==> src/rtl/multicycle_alu_sequencer.sv <==
// Multi-cycle FETCH/DECODE/EXEC/WB controller for the ALU/register-file datapath.
// Raises one-cycle IRWrite/RegWrite/PCWrite strobes; illegal instructions and fetch timeouts fault.

`ifndef NOP
`define NOP  4'd0
`define ADD  4'd1
`define ADDU 4'd2
`define SUB  4'd3
`define SUBU 4'd4
`define AND  4'd5
`define OR   4'd6
`define XOR  4'd7
`define SLL  4'd8
`define SRL  4'd9
`define SRA  4'd10
`endif

module multicycle_alu_sequencer #(
  parameter int ALU_LAT       = 1,
  parameter int FETCH_TIMEOUT = 16
) (
  input  logic        CLK,
  input  logic        Reset_L,
  output logic        imem_req,
  input  logic        imem_ack,
  input  logic [31:0] imem_rdata,
  input  logic        halt_req,
  output logic [31:0] IR,
  output logic        IRWrite,
  output logic        ALUSrcB,
  output logic        RegDst,
  output logic [3:0]  ALUOp,
  output logic        RegWrite,
  output logic        PCWrite,
  output logic [2:0]  state,
  output logic        fault,
  output logic [1:0]  fault_code,
  output logic [31:0] retired
);

  typedef enum logic [2:0] {
    Fetch  = 3'd0,
    Decode = 3'd1,
    Exec   = 3'd2,
    Wb     = 3'd3,
    Halt   = 3'd4,
    Fault  = 3'd5
  } seqState_t;

  seqState_t   curState, nextState;
  logic [7:0]  fetchTimer;
  logic [3:0]  execCnt;
  logic [3:0]  opReg, decOp;
  logic        srcBReg, dstReg, decSrcB, decDst;
  logic [1:0]  decCode, newCode;
  logic        aluActive;

  // Instruction classification; a nonzero decCode names the fault class.
  always_comb begin
    decOp   = `NOP;
    decSrcB = 1'b0;
    decDst  = 1'b0;
    decCode = 2'd0;
    if (IR[31:26] == 6'b000000) begin
      decDst = 1'b1;
      case (IR[5:0])
        6'b100000: decOp = `ADD;
        6'b100001: decOp = `ADDU;
        6'b100010: decOp = `SUB;
        6'b100011: decOp = `SUBU;
        6'b100100: decOp = `AND;
        6'b100101: decOp = `OR;
        6'b100110: decOp = `XOR;
        6'b000000: begin decOp = `SLL; decSrcB = 1'b1; end
        6'b000010: begin decOp = `SRL; decSrcB = 1'b1; end
        6'b000011: begin decOp = `SRA; decSrcB = 1'b1; end
        default:   decCode = 2'd2;
      endcase
    end else begin
      decSrcB = 1'b1;
      case (IR[31:26])
        6'b001000: decOp = `ADD;
        6'b001001: decOp = `ADDU;
        6'b001100: decOp = `AND;
        6'b001101: decOp = `OR;
        6'b001110: decOp = `XOR;
        default:   decCode = 2'd1;
      endcase
    end
  end

  always_comb begin
    nextState = curState;
    newCode   = 2'd0;
    case (curState)
      Fetch: begin
        if (imem_ack) begin
          nextState = Decode;
        end else if (fetchTimer == 8'(FETCH_TIMEOUT - 1)) begin
          nextState = Fault;
          newCode   = 2'd3;
        end
      end
      Decode: begin
        if (decCode != 2'd0) begin
          nextState = Fault;
          newCode   = decCode;
        end else begin
          nextState = Exec;
        end
      end
      Exec:    if (execCnt == 4'd0) nextState = Wb;
      Wb:      nextState = halt_req ? Halt : Fetch;
      Halt:    if (!halt_req) nextState = Fetch;
      Fault:   nextState = Fault;
      default: nextState = Fetch;
    endcase
  end

  always_ff @(posedge CLK) begin
    if (!Reset_L) begin
      curState   <= Fetch;
      IR         <= 32'd0;
      fetchTimer <= 8'd0;
      execCnt    <= 4'd0;
      opReg      <= `NOP;
      srcBReg    <= 1'b0;
      dstReg     <= 1'b0;
      fault      <= 1'b0;
      fault_code <= 2'd0;
      retired    <= 32'd0;
    end else begin
      curState <= nextState;
      case (curState)
        Fetch: begin
          if (imem_ack) begin
            IR         <= imem_rdata;
            fetchTimer <= 8'd0;
          end else begin
            fetchTimer <= fetchTimer + 8'd1;
          end
        end
        Decode: begin
          opReg   <= decOp;
          srcBReg <= decSrcB;
          dstReg  <= decDst;
          execCnt <= 4'(ALU_LAT - 1);
        end
        Exec:    if (execCnt != 4'd0) execCnt <= execCnt - 4'd1;
        Wb:      retired <= retired + 32'd1;
        default: ;
      endcase
      if (nextState == Fault && curState != Fault) begin
        fault      <= 1'b1;
        fault_code <= newCode;
      end
    end
  end

  // Decoded controls are only presented to the datapath while EXEC/WB use them.
  assign aluActive = (curState == Exec) || (curState == Wb);
  assign ALUOp     = aluActive ? opReg : `NOP;
  assign ALUSrcB   = aluActive & srcBReg;
  assign RegDst    = aluActive & dstReg;
  assign imem_req  = (curState == Fetch);
  assign IRWrite   = (curState == Fetch) & imem_ack;
  assign RegWrite  = (curState == Wb);
  assign PCWrite   = (curState == Wb);
  assign state     = curState;

endmodule

==> config.mk <==
export PLATFORM = sky130hd
export DESIGN_NAME = multicycle_alu_sequencer
export DESIGN_NICKNAME = d
export VERILOG_FILES = /design/src/rtl/multicycle_alu_sequencer.sv
export SDC_FILE = /design/constraint.sdc
export NUM_CORES = 1
export LEC_CHECK = 0
export CORE_UTILIZATION = 48
export CTS_BUF_LIST = sky130_fd_sc_hd__clkbuf_4 sky130_fd_sc_hd__clkbuf_8 sky130_fd_sc_hd__clkbuf_16
export CTS_CLUSTER_SIZE = 20
export DETAILED_ROUTE_END_ITERATION = 12
export PLACE_DENSITY = 0.9
export SKIP_CTS_REPAIR_TIMING = 1
export SYNTH_ARGS = -nofsm -noshare
export SYNTH_HDL_FRONTEND = slang
export SYNTH_SLANG_ARGS = --single-unit
export TNS_END_PERCENT = 50
==> constraint.sdc <==
create_clock -name CLK -period 2.5 [get_ports CLK]
set_input_delay 0.75 -clock CLK [delete_from_list [all_inputs] [get_ports CLK]]
set_output_delay 0.75 -clock CLK [all_outputs]
set_load 0.05 [all_outputs]
==> results.py <==
metrics = {
    "place": {
        "pre_cts_ws_ns": 0.1383,
        "io_buffer_count": 115,
        "place_congestion": 0.8208,
        "hpwlAfterDp_mm": 7.435,
    },
    "setup_path": {
        "cp.arrival_ns": 1.66,
        "critical-path-top-delay-family": "buffers and inverters",
        "worst_ep_required_time_ns": 1.75,
        "path_cells": "clkdlybuf4s50_1",
        "setup.worst_path.start_class": "flip-flop",
        "slowest_stage": "clkdlybuf4s50_1",
        "crit_buf_inv": 1,
        "reg2reg_slack_ns": 0.45,
        "max_stage_delay_ns": 0.86,
        "worstPathMaxFanout": 7,
        "critPathCaptureType": "output port",
        "crit_type": "flip-flop to output port",
    },
    "status": {
        "outcome": "finished, final reports clean",
    },
    "drt": {
        "drcViolationCount": 0,
        "wl_mm": 10.15,
        "viasPerCell": 5.539,
        "drtPass1Iterations": 7,
        "num_vias": 3988,
        "detail_route.wl_per_cell_um": 14.09,
        "ant_nets": 0,
        "first_iter_violations": 143,
    },
    "logic_synthesis": {
        "synth_top_cell_by_area": "dfxtp_1",
        "synthDistinctLibCells": 49,
        "synth_area_leaders": "dfxtp_1, nand2_1, a21oi_1, or4_1, nand3_1",
        "ys_dominant_reg_cell": "dfxtp_1",
        "ys_ff_latch": 88,
        "synth_top_area_frac": 0.4371,
        "syn_inst": 499,
        "yosys_warnings": 0,
        "synthArstFlopShare": 0,
        "synth_area_um2": 4030,
        "synth-seq-area-share": 0.4371,
        "avgSynthCellArea_um2": 8.076,
        "syn_nets": 539,
        "synth_edf_count": 0,
    },
    "power": {
        "comb_power_share": 0.453,
        "p_total_mw": 5.086,
        "p_switching_mw": 2.225,
        "power_leakage_nw": 2.013,
        "p_int_mw": 2.861,
        "netSwitchingFraction": 0.4375,
        "p_seq_frac": 0.359,
        "power_density_nw_per_um2": 906.7,
        "peakVddDrop_mv": 0.8251,
        "power.share.clock": 0.188,
    },
    "timing": {
        "finalCritPeriodShare": 0.9658,
        "hold_viol": 0,
        "slew_violations": 0,
        "period_minus_slack_ns": 2.415,
        "finalSetupViolCount": 0,
        "slew_headroom": 0.5841,
        "tightest_slew_ns": 0.6081,
        "skew_ns": 0.01039,
        "rsz0062_at_grt": "no",
        "fmax_mhz": 414.1,
        "setup_ws_ns": 0.08540,
    },
    "finish": {
        "antennaDiodeCount": 0,
        "fin_nets": 650,
        "final_cell_mix": "clkdlybuf4s50_1, nand2_1, dfxtp_1",
        "fin_util": 0.6861,
        "layout-drive-gt1-share": 0.09593,
        "syn_to_final_growth_pct": 39.18,
        "final_common_cell": "clkdlybuf4s50_1",
    },
    "global_routing": {
        "grt_max_degree": 35,
        "grt_pass1_vias": 3899,
        "grt_pass1_wl_mm": 16.84,
        "overflow": 0,
        "grt_usage": 0.2415,
        "grt_antenna_before_repair": 0,
    },
    "cts": {
        "clkSinkCount": 88,
        "cts_buffers": 9,
        "cts_tree": "yes",
        "cts-htree-levels": 3,
        "clock_latency_ns": 0.35,
        "clock_path_buffers": 2,
        "clk_pin_slew_ns": 0.10,
        "clockRootBuffer": "clkbuf_8",
    },
    "floorplan": {
        "initial_core_util": 0.4930,
        "die_h_um": 93.63,
        "ios": 116,
        "die_w_um": 93.63,
        "die_area_um2": 8767,
        "core.rowCount": 33,
        "core_area_um2": 8175,
    },
    "run": {
        "maxCapViolations": 0,
    },
    "worst_hold_path": {
        "hp-class": "flip-flop to flip-flop",
    },
}
synth_stat cells (all sizes together) (9+ instances only):
cell type and n:
a21oi 58, buf 10, clkbuf 19, dfxtp 88, inv 14, nand2 96
nand2b 9, nand3 21, nor2 26, nor3 12, o21ai 12, o31ai 13
or3 9, or4 16, xor2 10
final cells by class:
class | count | area, um2
inverter | 14 | 55.05
fill | 641 | 2566
timing repair buffer | 129 | 1364
multi-input combinational | 368 | 2098
clock inverter | 7 | 72.57
clock buffer | 9 | 123.9
tap | 105 | 131.4
sequential | 88 | 1764
worst min-delay path: cells and delay by family (launching register included):
| kind | cells | cell delay, ns |
|---|---|---|
| flops | 1 | 0.32 |
| simple gates | 1 | 0.05 |
| compound gates | 1 | 0.05 |
path summary, 6_finish.rpt:
path                             startpoint          end  depth (start not counted)
worst max-delay path            retired[13]  retired[13]                          1
worst max register to register     state[2]  retired[19]                          5
worst min-delay path                 IR[12]       IR[12]                          2
worst min register to register       IR[12]       IR[12]                          2
routing by layer:
layer,vias to the layer above,global-route usage,part of all wire
met4,0,0.05641,0.0064
met2,149,0.4504,0.52
met3,10,0.1057,0.089
met5,-,0,0
li1,1982,-,-
met1,1847,0.2457,0.38
metrics by stage:
stage                     instances  hold WS (ns)   TNS, ns  cell area (um2)
after floorplan                 499        0.4273  -0.03903             4038
after global placement          704        0.4405         0             5398
after detailed placement        704        0.4497         0             5398
after CTS                       720        0.4622         0             5594
after global routing            720        0.4839         0             5609
final                           720        0.4627         0             5609
cell families (layout without fill, tap and decap cells):
kind of cell             count (synthesis)  in the layout  synth area share
AND/OR/NAND/NOR                        234            234            0.2894
AO/OA/AOI/OAI                          104            104            0.1583
flip-flops                              88             88            0.4371
buffers and inverters                   43            159           0.04347
XOR/XNOR                                18             18           0.03912
multiplexers                             8              8           0.02018
adder cells (fa/ha/maj)                  4              4           0.01242
state kept, by name, summed over array words and instances (netlist names):
name and count:
dstReg 1, IR 32, execCnt 4, fetchTimer 8, opReg 4, fault_code 2
srcBReg 1, state 3, fault 1, retired 32
power by group through the flow:
stage / Combinational (mW) / Clock, mW / Sequential (mW)
after CTS: 2.30 / 0.988 / 1.82
after detailed placement: 2.28 / 0 / 1.85
after global placement: 2.24 / 0 / 1.83
final: 2.30 / 0.957 / 1.83
after global routing: 2.47 / 1.05 / 1.85
after floorplan: 1.01 / 0 / 2.37
(Power assumes the default switching activity.)
